--- src/rtl/hub75_scan_ctrl.sv ---
// HUB75 scan controller for a 64x64, 1/32-scan panel driven from a frame buffer.
// Each (row, plane) pass fetches one row pair from a synchronous RAM, shifts the
// selected bit plane into the panel, latches it, and lights it for a
// binary-weighted time so the panel shows BITS-bit colour per channel.
//
// The RAM address always runs one column ahead of the column on the panel
// pins. The colour registers can then load from fb_data on the same edge
// where clk_out falls. Colour therefore changes only while clk_out is low and
// stays put across the rising edge.
module hub75_scan_ctrl #(
  parameter int COLS      = 64,
  parameter int ADDR_W    = 5,
  parameter int BITS      = 4,
  parameter int BASE_TIME = 8,
  parameter int COL_W     = 6
) (
  input  logic                    clk,
  input  logic                    rst_n,
  input  logic                    en,
  output logic [ADDR_W+COL_W-1:0] fb_addr,
  input  logic [6*BITS-1:0]       fb_data,
  output logic                    r0,
  output logic                    g0,
  output logic                    b0,
  output logic                    r1,
  output logic                    g1,
  output logic                    b1,
  output logic [ADDR_W-1:0]       addr,
  output logic                    clk_out,
  output logic                    latch,
  output logic                    oe,
  output logic                    frame_done
);

  localparam int PLANE_W = (BITS > 1) ? $clog2(BITS) : 1;
  localparam int DISP_W  = $clog2((BASE_TIME << (BITS - 1)) + 1);

  localparam logic [PLANE_W-1:0] LAST_PLANE = PLANE_W'(BITS - 1);
  localparam logic [COL_W-1:0]   LAST_COL   = COL_W'(COLS - 1);
  localparam logic [DISP_W-1:0]  BASE_T     = DISP_W'(BASE_TIME);

  typedef enum logic [2:0] {
    ST_IDLE,
    ST_FETCH,
    ST_SHIFT,
    ST_BLANK,
    ST_LATCH,
    ST_DISPLAY
  } state_t;

  state_t              state_reg;
  logic [ADDR_W-1:0]   row_reg;
  logic [PLANE_W-1:0]  plane_reg;
  logic [COL_W-1:0]    col_reg;
  logic                phase_reg;
  logic [DISP_W-1:0]   disp_cnt_reg;

  // One BITS-wide field per colour channel, ordered {b1,g1,r1,b0,g0,r0}.
  logic [BITS-1:0]     field [6];
  logic [5:0]          plane_bits;

  genvar gi;
  generate
    for (gi = 0; gi < 6; gi++) begin : g_field
      assign field[gi]      = fb_data[gi*BITS +: BITS];
      assign plane_bits[gi] = field[gi][plane_reg];
    end
  endgenerate

  // Row/plane that the pass after the current one will use.
  logic               last_plane;
  logic               last_row;
  logic [PLANE_W-1:0] plane_next;
  logic [ADDR_W-1:0]  row_next;

  assign last_plane = (plane_reg == LAST_PLANE);
  assign last_row   = (row_reg == '1);
  assign plane_next = last_plane ? '0 : plane_reg + PLANE_W'(1);
  assign row_next   = last_plane ? row_reg + ADDR_W'(1) : row_reg;

  // Scan sequencer: every output is loaded on the edge that enters the state it belongs to.
  always_ff @(posedge clk) begin
    if (!rst_n) begin
      state_reg    <= ST_IDLE;
      row_reg      <= '0;
      plane_reg    <= '0;
      col_reg      <= '0;
      phase_reg    <= 1'b0;
      disp_cnt_reg <= '0;
      fb_addr      <= '0;
      {b1, g1, r1, b0, g0, r0} <= 6'b0;
      addr         <= '0;
      clk_out      <= 1'b0;
      latch        <= 1'b0;
      oe           <= 1'b1;
      frame_done   <= 1'b0;
    end else begin
      frame_done <= 1'b0;
      case (state_reg)
        ST_IDLE: begin
          oe <= 1'b1;
          if (en) state_reg <= ST_FETCH;
        end
        // fb_addr already holds {row,0}, so column 0 is on fb_data now.
        ST_FETCH: begin
          {b1, g1, r1, b0, g0, r0} <= plane_bits;
          clk_out   <= 1'b0;
          col_reg   <= '0;
          phase_reg <= 1'b0;
          fb_addr   <= {row_reg, COL_W'(1)};
          state_reg <= ST_SHIFT;
        end
        ST_SHIFT: begin
          if (!phase_reg) begin
            phase_reg <= 1'b1;
            clk_out   <= 1'b1;
          end else begin
            phase_reg <= 1'b0;
            clk_out   <= 1'b0;
            if (col_reg == LAST_COL) begin
              col_reg   <= '0;
              addr      <= row_reg;
              state_reg <= ST_BLANK;
            end else begin
              col_reg   <= col_reg + COL_W'(1);
              fb_addr   <= {row_reg, col_reg + COL_W'(2)};
              {b1, g1, r1, b0, g0, r0} <= plane_bits;
            end
          end
        end
        ST_BLANK: begin
          latch     <= 1'b1;
          state_reg <= ST_LATCH;
        end
        // Point the RAM at column 0 of the next pass while the panel is lit.
        ST_LATCH: begin
          latch        <= 1'b0;
          oe           <= 1'b0;
          disp_cnt_reg <= (BASE_T << plane_reg) - DISP_W'(1);
          fb_addr      <= {row_next, COL_W'(0)};
          state_reg    <= ST_DISPLAY;
        end
        ST_DISPLAY: begin
          if (disp_cnt_reg == '0) begin
            oe        <= 1'b1;
            plane_reg <= plane_next;
            row_reg   <= row_next;
            if (last_plane && last_row) frame_done <= 1'b1;
            state_reg <= en ? ST_FETCH : ST_IDLE;
          end else begin
            disp_cnt_reg <= disp_cnt_reg - DISP_W'(1);
          end
        end
        default: begin
          oe        <= 1'b1;
          latch     <= 1'b0;
          clk_out   <= 1'b0;
          state_reg <= ST_IDLE;
        end
      endcase
    end
  end

endmodule

--- config.mk ---
export PLATFORM = sky130hd
export DESIGN_NAME = hub75_scan_ctrl
export DESIGN_NICKNAME = d
export VERILOG_FILES = /design/src/rtl/hub75_scan_ctrl.sv
export SDC_FILE = /design/constraint.sdc
export NUM_CORES = 1
export LEC_CHECK = 0
export ABC_AREA = 0
export CAP_MARGIN = 25
export CORE_ASPECT_RATIO = 1.25
export CORE_MARGIN = 2
export CORE_UTILIZATION = 45
export DETAILED_ROUTE_END_ITERATION = 8
export PLACE_DENSITY = 0.71
export SLEW_MARGIN = 20
export SYNTH_ARGS = -nofsm -noshare
export SYNTH_HDL_FRONTEND = slang
export SYNTH_SLANG_ARGS = --single-unit
--- constraint.sdc ---
create_clock -name clk -period 2.95 [get_ports clk]
set_clock_uncertainty 0.2 [all_clocks]
set_input_delay 0.885 -clock clk [delete_from_list [all_inputs] [get_ports clk]]
set_output_delay 0.885 -clock clk [all_outputs]
set_load 0.01 [all_outputs]
* After elaboration in Yosys (flattened, before gate mapping)
Cells that the tools add are included.
** Word-level totals
- Register bits :: 50
- Bits of input ports :: 27
** Cells by class
- $add $sub $neg :: 6
- Magnitude comparators :: 1
- Eq/ne operators :: 14
- Shifts and indexed selects :: 1
- Mux-type cells :: 53
- Bitwise gates (word level) :: 1
- Reductions and logical operators :: 18
** Operators by type and width (count)
- $pmux W11 S3 :: 1
- $mux W1 :: 22
- $mux W11 :: 2
- $pmux W1 S2 :: 9
- $pmux W3 S6 :: 1
- $pmux W7 S2 :: 1
- $sub A7 B1 Y7 const B :: 2
- $bmux W1 S2 :: 6
- $mux W3 :: 4
- $mux W6 :: 2
- $ne A2 B2 Y1 const B :: 6
- $pmux W6 S2 :: 1
- $reduce_and A3 Y1 :: 4
- $reduce_and A2 Y1 :: 4
- $reduce_or A4 Y1 :: 2
- $logic_not A7 Y1 :: 1
- $mux W7 :: 1
- $shl A4 B2 Y7 const A :: 1
- $add A6 B1 Y6 const B :: 1
- $add A6 B2 Y6 const B :: 1
- $eq A3 B2 Y1 const B :: 2
- $eq A3 B3 Y1 const B :: 2
- $eq A6 B6 Y1 const B :: 1
- $add A5 B1 Y5 const B :: 1
- 15 further kinds :: 16

* Logic depth before layout (Yosys ltp)
- Depth in word-level cells :: 5
- Mapped depth :: 9
- Gate-level depth less buffers :: 7

* Least setup slack after synthesis
No wires, ideal clock.
- Kind :: flip-flop to flip-flop
- Start point :: reg state_reg[1]
- End point :: reg disp_cnt_reg[6]
- Library setup time :: 0.074 ns
- Arrival :: 2.401 ns
- Required time :: 2.676 ns
- Path slack :: 0.275 ns
- Stages on the path, launching flop included :: 10
- Buffers on the path :: 2
- Clock period less this slack :: 2.675 ns
- Cell sequence :: dfxtp_1 -> clkbuf_1 -> and3b_1 -> clkbuf_1 -> nand2_1 -> ha_1 -> or3b_2 -> or3_1 -> a221o_1 -> a31oi_1
** On the way
- Cells in the longest elaborated chain, start to end :: 3
** RTL lines
- start, declared :: RTL line 51 : state_t state_reg;
- start signal, assigned :: RTL line 149 : state_reg <= en ? ST_FETCH : ST_IDLE;
- $eq A3 B3 Y1 :: RTL line 99 : case (state_reg)
- $ne A2 B2 Y1 (no line) or $reduce_bool A2 Y1 (tied branches)
- $reduce_and A2 Y1 (no line)
- end signal, assigned :: RTL line 139 : disp_cnt_reg <= (BASE_T << plane_reg) - DISP_W'(1);
- end signal, assigned :: RTL line 151 : disp_cnt_reg <= disp_cnt_reg - DISP_W'(1);
- end, declared :: RTL line 56 : logic [DISP_W-1:0] disp_cnt_reg;
Parallel ways exist; a longest one is shown, timed or not.
A chain may end at the register's enable or synchronous reset.

* Worst setup path in the final report
Same ends and word-level chain as after synthesis.

==> results.ini <==
[critical_path]
path_cells = and3b_1, nand2_1, ha_1, or3b_2, or3_1, a221o_1, a31oi_1
r2r_start = state_reg[1]
reg2reg_setup_slack_ns = 0.44
cp_slowest_stage_delay_ns = 0.48
crit_slowest_cell = or3b_2
cp_max_fo = 8
timing.critical_path.from_type = register
crit_type = reg -> reg
arrival_ns = 2.54
end_kind = register
r2r_end = disp_cnt_reg[6]
reg2reg_depth = 7
critical_path_buf_inv_count = 0
cp_top_family = simple AND/OR/NAND/NOR gates
worst_ep_required_time_ns = 2.98

[finish]
largest_register_ffs = 11
n_fill_cell = 549
final_nets = 403
utilization_pct = 59.2
syn2layout_area_growth_pct = 26.3
n_antenna_cell = 0
drive_gt1_share_pct = 8.45

[global_route]
grt_overflow = 0
grt_usage_pct = 19.7
grt_max_degree = 30
antenna_found_initial = 0
grt_pass1_vias = 2397
grt_pass1_wl_um = 10700

[drt]
ant_nets = 0
remaining_drc_errors = 0
drt_iter0_drc = 92
viasPerCell = 5.55
first_pass_iters = 4
wl_per_cell_um = 13.9
route.vias.total = 2493
routed_wl_um = 6230

[sta]
finalCritPeriodShare_pct = 85.1
hold_violations = 0
drv_slew = 0
period_needed_ns = 2.51
setup_viol = 0
rsz0062_at_grt = false
relSlewSlack_pct = 54.4
max_freq_ghz = 0.398
worst_pin_slew_ns = 0.683
fin_tns_setup_ns = 0

[yosys]
synth_top_area_share_pct = 36.5
ys_seq_area_share_pct = 36.5
yosys_register_bits = 50
ys_top_cells_by_area = dfxtp_1 36%, a21oi_1 5.3%, mux2i_1 5.1%
synth.distinct_cells = 52
synthFlopType = dfxtp_1
netlist_top_cells_count = 50 x dfxtp_1, 32 x nand2_1, 29 x a21oi_1, 20 x clkbuf_1, 15 x nand3_1
synth_edf_count = 0
yosys.area.top_type = dfxtp_1
yosysMostFrequentCell = dfxtp_1
syn-cell-area_um2 = 2750
async_reset_ff_share_pct = 0
syn_nets = 356
avgSynthCellArea_um2 = 8.61
postSynthCellCount = 319
yosys_warnings = 0

[flow_run]
maxCapViolCount = 0

[cts]
h-tree-depth = 2
cts_resized = 0
cts-root-buf = clkbuf_8
clockBufferDepth = 2
cts_buffers = 5
cts.sinks = 50
cts_hold_buffers = 0
cts_setup_buffers = 0
cts_tree = built
clk_latency_ns = 0.30
path_clk_slew_ns = 0.09

[floorplan]
rows = 31
die_area_um2 = 6750
die_width_um = 73.9
core_area_um2 = 5860
ioPinCount = 53
die_h_um = 91.3
initial_core_util_pct = 46.9

[power]
p_leak_nw = 1.23
peakVddDrop_mv = 0.221
fin_total_pwr_w = 0.00149
powerDensity_nw_per_um2 = 429

[placement]
portBuffers = 52
hpwl_um = 4680
gp_congestion = 0.852

[status]
status = completed

[worst_hold_path]
hold_path.class = reg -> reg
hold_start = g1
whs_path_depth = 2
hold_end = g1

[layout make-up]
type,instances,area [um2],share of cell area (%)
Inverter,11,41.3,1.19
Sequential cell,50,1000,28.9
Timing Repair Buffer,63,603,17.4
Clock inverter,2,37.5,1.08
Clock buffer,6,72.6,2.09
Tap cell,82,103,2.96
Multi-Input combinational cell,235,1610,46.4
[layout by cell type, fill, tap and decap left out, types with 8 or more instances in the layout]
master,netlist,layout
clkdlybuf4s50_1,0,52
dfxtp_1,50,50
nand2_1,32,32
a21oi_1,29,29
nand3_1,15,15
mux2i_1,14,14
o21ai_0,13,13
nor3_1,12,12
inv_1,11,11
nor2_1,11,11
buf_4,0,11
ha_1,10,10
nand2b_1,8,8
[worst max path at each step]
stage / start / endpoint / cells past startpoint
after floorplan: state_reg[1] / disp_cnt_reg[6] / 9
after global placement: rst_n / disp_cnt_reg[3] / 4
after detailed placement: state_reg[1] / disp_cnt_reg[6] / 7
after CTS: state_reg[1] / disp_cnt_reg[6] / 7
after global routing: state_reg[1] / disp_cnt_reg[6] / 7
final: state_reg[1] / disp_cnt_reg[6] / 7
[where the power goes]
group	internal [W]	switching (W)	total (W)
clock network	0.000253	0.000229	0.000482
logic	0.000143	0.000139	0.000281
registers	0.000707	0.0000182	0.000725
total	0.00110	0.000385	0.00149
[routing by layer]
metal	GRT usage [%]	routed length, um	part of all wire (%)
met4	5.00	77	1.2
met3	4.00	296	4.7
met2	35.7	3290	53
met1	23.0	2570	41
met5	0	0	0
[metrics by stage]
step / instance area, um2 / hold slack (ns) / worst slack (ns) / instances
floorplan: 2750 / 0.243 / 0.275 / 319
global placement: 3360 / 0.246 / 0.523 / 441
detailed placement: 3360 / 0.254 / 0.467 / 441
CTS: 3470 / 0.269 / 0.453 / 449
global route: 3470 / 0.282 / 0.314 / 449
finish: 3470 / 0.269 / 0.440 / 449
[cells by family after synthesis]
family | count (synthesis) | share of synthesized area (%)
flip-flops | 50 | 36.5
buffers and inverters | 34 | 4.97
multiplexers | 21 | 10.4
XOR/XNOR | 8 | 2.55
AO/OA/AOI/OAI | 83 | 18.9
AND/OR/NAND/NOR | 113 | 22.1
adder cells (fa/ha/maj) | 10 | 4.56
[worst register-to-register path: cells and delay by family (launching register included)]
kind | cells | cell delay [ns]
AOI/OAI and AO/OA | 2 | 0.44
adders and majority gates | 1 | 0.26
DFF | 1 | 0.34
and+or+nand+nor | 4 | 1.21
(Power assumes the default switching activity.)
